**src/rtl/axi_lite_slv_mem.sv**
```systemverilog
// AXI4-Lite slave with a byte-strobed, word-addressed register memory.
// Independent write/read FSMs; all outputs are driven from flops only.
module axi_lite_slv_mem #(
    parameter int unsigned           ADDR_WIDTH = 32,
    parameter int unsigned           DATA_WIDTH = 32,
    parameter int unsigned           DEPTH      = 16,
    parameter logic [ADDR_WIDTH-1:0] BASE_ADDR  = '0
) (
    input  logic                    aclk,
    input  logic                    areset,
    input  logic [ADDR_WIDTH-1:0]   s_axi_awaddr,
    input  logic [2:0]              s_axi_awprot,
    input  logic                    s_axi_awvalid,
    output logic                    s_axi_awready,
    input  logic [DATA_WIDTH-1:0]   s_axi_wdata,
    input  logic [DATA_WIDTH/8-1:0] s_axi_wstrb,
    input  logic                    s_axi_wvalid,
    output logic                    s_axi_wready,
    output logic [1:0]              s_axi_bresp,
    output logic                    s_axi_bvalid,
    input  logic                    s_axi_bready,
    input  logic [ADDR_WIDTH-1:0]   s_axi_araddr,
    input  logic [2:0]              s_axi_arprot,
    input  logic                    s_axi_arvalid,
    output logic                    s_axi_arready,
    output logic [DATA_WIDTH-1:0]   s_axi_rdata,
    output logic [1:0]              s_axi_rresp,
    output logic                    s_axi_rvalid,
    input  logic                    s_axi_rready
);

    localparam int unsigned BYTES = DATA_WIDTH / 8;
    localparam int unsigned OFFW  = $clog2(BYTES);
    localparam int unsigned IDXW  = $clog2(DEPTH);
    localparam logic [ADDR_WIDTH-1:0] SPAN = ADDR_WIDTH'(DEPTH * BYTES);
    localparam logic [1:0] OKAY   = 2'b00;
    localparam logic [1:0] SLVERR = 2'b10;

    typedef enum logic [1:0] {W_IDLE, W_HAVE_A, W_HAVE_D, W_RESP} wstate_e;
    typedef enum logic {R_IDLE, R_DATA} rstate_e;

    wstate_e wstate_q, wstate_d;
    rstate_e rstate_q, rstate_d;

    logic                    live_q;
    logic [ADDR_WIDTH-1:0]   awaddr_q;
    logic [DATA_WIDTH-1:0]   wdata_q;
    logic [BYTES-1:0]        wstrb_q;
    logic [1:0]              bresp_q;
    logic [DATA_WIDTH-1:0]   rdata_q;
    logic [1:0]              rresp_q;
    logic [DATA_WIDTH-1:0]   mem_q [DEPTH];

    logic                    aw_hs, w_hs, ar_hs, commit;
    logic [ADDR_WIDTH-1:0]   c_addr, w_off, r_off;
    logic [DATA_WIDTH-1:0]   c_data;
    logic [BYTES-1:0]        c_strb;
    logic                    w_in, r_in;
    logic [IDXW-1:0]         w_idx, r_idx;
    logic                    unused_bits;

    // live_q holds the readies low until the first edge after reset
    assign s_axi_awready = live_q & ((wstate_q == W_IDLE) | (wstate_q == W_HAVE_D));
    assign s_axi_wready  = live_q & ((wstate_q == W_IDLE) | (wstate_q == W_HAVE_A));
    assign s_axi_bvalid  = (wstate_q == W_RESP);
    assign s_axi_bresp   = bresp_q;
    assign s_axi_arready = live_q & (rstate_q == R_IDLE);
    assign s_axi_rvalid  = (rstate_q == R_DATA);
    assign s_axi_rdata   = rdata_q;
    assign s_axi_rresp   = rresp_q;

    assign aw_hs = s_axi_awvalid & s_axi_awready;
    assign w_hs  = s_axi_wvalid & s_axi_wready;
    assign ar_hs = s_axi_arvalid & s_axi_arready;

    assign c_addr = (wstate_q == W_HAVE_A) ? awaddr_q : s_axi_awaddr;
    assign c_data = (wstate_q == W_HAVE_D) ? wdata_q : s_axi_wdata;
    assign c_strb = (wstate_q == W_HAVE_D) ? wstrb_q : s_axi_wstrb;

    // Wrapping subtraction makes addresses below BASE_ADDR fall out of range
    assign w_off = c_addr - BASE_ADDR;
    assign w_in  = (w_off < SPAN);
    assign w_idx = w_off[OFFW +: IDXW];
    assign r_off = s_axi_araddr - BASE_ADDR;
    assign r_in  = (r_off < SPAN);
    assign r_idx = r_off[OFFW +: IDXW];

    assign unused_bits = ^{s_axi_awprot, s_axi_arprot, w_off, r_off};

    always_comb begin
        wstate_d = wstate_q;
        commit   = 1'b0;
        unique case (wstate_q)
            W_IDLE: begin
                if (aw_hs && w_hs) begin
                    commit   = 1'b1;
                    wstate_d = W_RESP;
                end else if (aw_hs) begin
                    wstate_d = W_HAVE_A;
                end else if (w_hs) begin
                    wstate_d = W_HAVE_D;
                end
            end
            W_HAVE_A: begin
                if (w_hs) begin
                    commit   = 1'b1;
                    wstate_d = W_RESP;
                end
            end
            W_HAVE_D: begin
                if (aw_hs) begin
                    commit   = 1'b1;
                    wstate_d = W_RESP;
                end
            end
            W_RESP: begin
                if (s_axi_bready) wstate_d = W_IDLE;
            end
            default: wstate_d = W_IDLE;
        endcase
    end

    always_comb begin
        rstate_d = rstate_q;
        unique case (rstate_q)
            R_IDLE:  if (ar_hs) rstate_d = R_DATA;
            R_DATA:  if (s_axi_rready) rstate_d = R_IDLE;
            default: rstate_d = R_IDLE;
        endcase
    end

    always_ff @(posedge aclk or posedge areset) begin
        if (areset) begin
            wstate_q <= W_IDLE;
            rstate_q <= R_IDLE;
            live_q   <= 1'b0;
        end else begin
            wstate_q <= wstate_d;
            rstate_q <= rstate_d;
            live_q   <= 1'b1;
        end
    end

    always_ff @(posedge aclk or posedge areset) begin
        if (areset) begin
            awaddr_q <= '0;
            wdata_q  <= '0;
            wstrb_q  <= '0;
            bresp_q  <= OKAY;
        end else begin
            if (aw_hs) awaddr_q <= s_axi_awaddr;
            if (w_hs) begin
                wdata_q <= s_axi_wdata;
                wstrb_q <= s_axi_wstrb;
            end
            if (commit) bresp_q <= w_in ? OKAY : SLVERR;
        end
    end

    // Read samples mem_q before this edge's write lands: old data on collision
    always_ff @(posedge aclk or posedge areset) begin
        if (areset) begin
            rdata_q <= '0;
            rresp_q <= OKAY;
        end else if (ar_hs) begin
            rdata_q <= r_in ? mem_q[r_idx] : '0;
            rresp_q <= r_in ? OKAY : SLVERR;
        end
    end

    always_ff @(posedge aclk or posedge areset) begin
        if (areset) begin
            mem_q <= '{default: '0};
        end else if (commit && w_in) begin
            for (int b = 0; b < BYTES; b++) begin
                if (c_strb[b]) mem_q[w_idx][8*b +: 8] <= c_data[8*b +: 8];
            end
        end
    end

endmodule

```
**config.mk**
```make
export PLATFORM = sky130hd
export DESIGN_NAME = axi_lite_slv_mem
export DESIGN_NICKNAME = d
export VERILOG_FILES = /design/src/rtl/axi_lite_slv_mem.sv
export SDC_FILE = /design/constraint.sdc
export NUM_CORES = 1
export LEC_CHECK = 0
export ABC_AREA = 1
export BUFFER_PORTS_ARGS = -buffer_cell sky130_fd_sc_hd__buf_2
export CORE_UTILIZATION = 26
export DETAILED_ROUTE_END_ITERATION = 7
export SLEW_MARGIN = 20
export SYNTH_ARGS = -nofsm -noshare
export SYNTH_HDL_FRONTEND = slang
export SYNTH_SLANG_ARGS = --single-unit
```
**constraint.sdc**
```tcl
create_clock -name aclk -period 68.2 [get_ports aclk]
set_input_delay 13.64 -clock aclk [delete_from_list [all_inputs] [get_ports aclk]]
set_output_delay 13.64 -clock aclk [all_outputs]
set_load 0.005 [all_outputs]
```
==> qor.txt <==
Period utilization: 24.51%
Setup CP Type: in2reg
Reg2Reg Setup Slack: 63.36 ns
Largest net degree at the start of global routing: 141
Max_cap viols: 0
I/O pin count: 154
Drc violations: 0
# rows: 128
Startpoint types: input pin
Area of the core: 122400 um2
Fin nets: 4235
Sequential share of the synthesized area: 47.79%
CTS tree: built
Avg WL per Cell: 17.61 um
WHS: 0.4681 ns
Global router's overall resource usage: 15.90%
Crit path DAT: 17.22 ns
Vias in the first global route: 27110
EDFF count, synth: 0
Input/output buffers: 141
Top cell type's share of synthesized area: 47.79%
Drt total wl: 102000 um
Clock sinks: 616
Slew Viols, Final: 0
Post-route ant nets: 0
Setup TNS: 0 ns
Final hold vios: 0
Vias per cell: 4.961
FFs w/ async S/R, synth: 100.0%
Die Span Y: 354.2 um
Post-CTS setup buffers: 0
Compound-Gate Fraction of Synth Area: 8.667%
Post-Synth Adder-Cell Area: 0.1940%
Highest clock rate: 59.82 MHz
Routability cong.: 0.7977
Initial antenna violation count: 6
Top post-synthesis cells by area: dfrtp_1, nand2_1, nand4_1, a21oi_1, nand3_1
Cts-stage hold buffer count: 0
Slew Limit Headroom: 30.71%
R2R depth: 14
Layout area overhead: 13.07%
Worst-path cell chain: buf_2, nor2_1, nand3_1, nand2_1, nand2_1, nor2_4, nand2_1, nor2_4, buf_4, buf_4, nand2_1, nand2_1, nand2_1
H-tree depth: 3
Die area: 125500 um2
Commonest non-fill, non-tap cells in the layout: nand2_1, dfrtp_1, nand4_1, a21oi_1, nand3_1
Initial Utilization: 26.36%
Slowest cell on crit path: buf_4
Worst path required time: 68.70 ns
Fraction of the mapped netlist area in simple logic gates: 37.57%
Mux cell area share after synthesis: 0%
DRT iter0 DRCs: 2895
Gr ovfl total: 0
Cell count after synthesis: 4161
Post-route cell area: 36470 um2
CP dominant cell by count: nand2_1
PwrDens: 29.29 nW/um2
Worst Clk Skew: 0.02449 ns
Post-CTS Resized: 0
Synth unique cells: 37
Root buffer cell: clkbuf_16
Syn. warnings: 0
Crit-path max FO: 81
Clk slew on worst S/H paths: 0.06 ns
Post-synthesis xor/xnor area fraction: 0%
RSZ-0062 raised after global routing: no
Maximum vdd drop: 0.01776 mV
Width of the die: 354.2 um
Final setup fails: 0
DP Wirelength: 59940 um
Post-synth top area cell: dfrtp_1
Hold Path Stages: 2
1st-pass router iterations: 5
CP Capture Type: flip-flop
LEAKAGE: 18.62 nW
Hold Crit Class: reg2reg
Largest family of logic cells by synthesized area: simple AND/OR/NAND/NOR gates
Routed vias: 28740
Post-synth top flop: dfrtp_1
Placed instance area: 34140 um2
Avg Cell Area, Syn: 7.751 um2
Worst Tran Pin Value: 1.039 ns
Number of synthesized register bits: 616
Critical Path Max Stage Delay: 0.69 ns
Cell area after synthesis: 32250 um2
Clk Latency, worst-skew pair: 0.62 ns
Status: completed
Layout cells sized above 1: 10.90%
Clock buffer depth: 3
Total CTS buffers: 69
Commonest non-fill, non-tap cell in the layout: nand2_1
First-pass GRT wire length: 161100 um
Min Tclk post-route: 16.72 ns
[through the flow]
step	std cells	util [%]	total power [mW]	setup slack, ns
after floorplan	4162	-	0.5937	37.31
after global placement	5671	27.90	0.6835	50.83
after detailed placement	5671	27.90	0.6854	50.87
after CTS	5792	29.79	1.073	51.53
after global routing	5792	29.80	1.116	51.09
final	5793	29.81	1.068	51.48
[synth_stat cells (12+ instances only)]
cell,number
inv_1,64
nand4_1,387
clkinv_2,12
buf_1,28
nor2_1,39
a21oi_1,305
dfrtp_1,616
buf_2,95
o21ai_0,145
nand2_4,15
o21ai_1,33
nor3_1,129
a22oi_1,36
nand4_2,21
nand2_1,1751
nor2_4,17
buf_4,31
clkbuf_1,170
nand4_4,26
nand3_1,186
[worst paths after layout]
path	endpoint	startpoint
max in group asynchronous	mem_q[3]	areset
max reg2reg	mem_q[502]	wstate_q[0]
min in group asynchronous	mem_q[408]	areset
min reg2reg	mem_q[73]	mem_q[73]
max	mem_q[477]	s_axi_awaddr[22]
min	mem_q[73]	mem_q[73]
[worst max-delay path: cells and delay by family]
family | cells | cell delay, ns
buf+inv | 3 | 1.40
simple gates | 10 | 2.06
[flip-flops by register name (all words and copies together) (netlist names)]
name / cells
awaddr_q: 30
wdata_q: 32
s_axi_rresp: 1
s_axi_bresp: 1
wstrb_q: 4
wstate_q: 2
s_axi_rdata: 32
live_q: 1
mem_q: 512
s_axi_rvalid: 1
[cells by family (layout without fill, tap and decap cells)]
| kind of cell | count (synthesis) | count (layout) |
|---|---|---|
| AOI/OAI and AO/OA | 528 | 528 |
| adders and majority gates | 5 | 5 |
| buffers and inverters | 417 | 422 |
| DFF | 616 | 616 |
| other | 2 | 4 |
| and+or+nand+nor | 2593 | 2593 |
[routing by layer]
layer / share of wire (%) / vias up / global-route usage, %
met5: 0.048 / - / 0
met4: 2.3 / 8 / 4.595
met3: 6.4 / 151 / 2.422
met2: 45 / 926 / 23.95
met1: 47 / 13720 / 23.37
li1: - / 13940 / -
[layout make-up]
type	instances	area, um2
clock buffers	98	2041
multi-input cells	3129	15060
inverters	88	362.8
flip-flops and latches	616	15410
fillers	13150	85890
well taps	1625	2033
clock inverters	23	272.8
diodes	1	2.502
repair buffers	213	1285
[power by group]
part           leakage, nW  switching (mW)  internal, mW
clock                 1.15           0.157         0.228
combinational         8.98           0.235        0.0536
sequential            8.49         0.00999         0.385
Note: power is estimated with default switching activity, not from simulation.
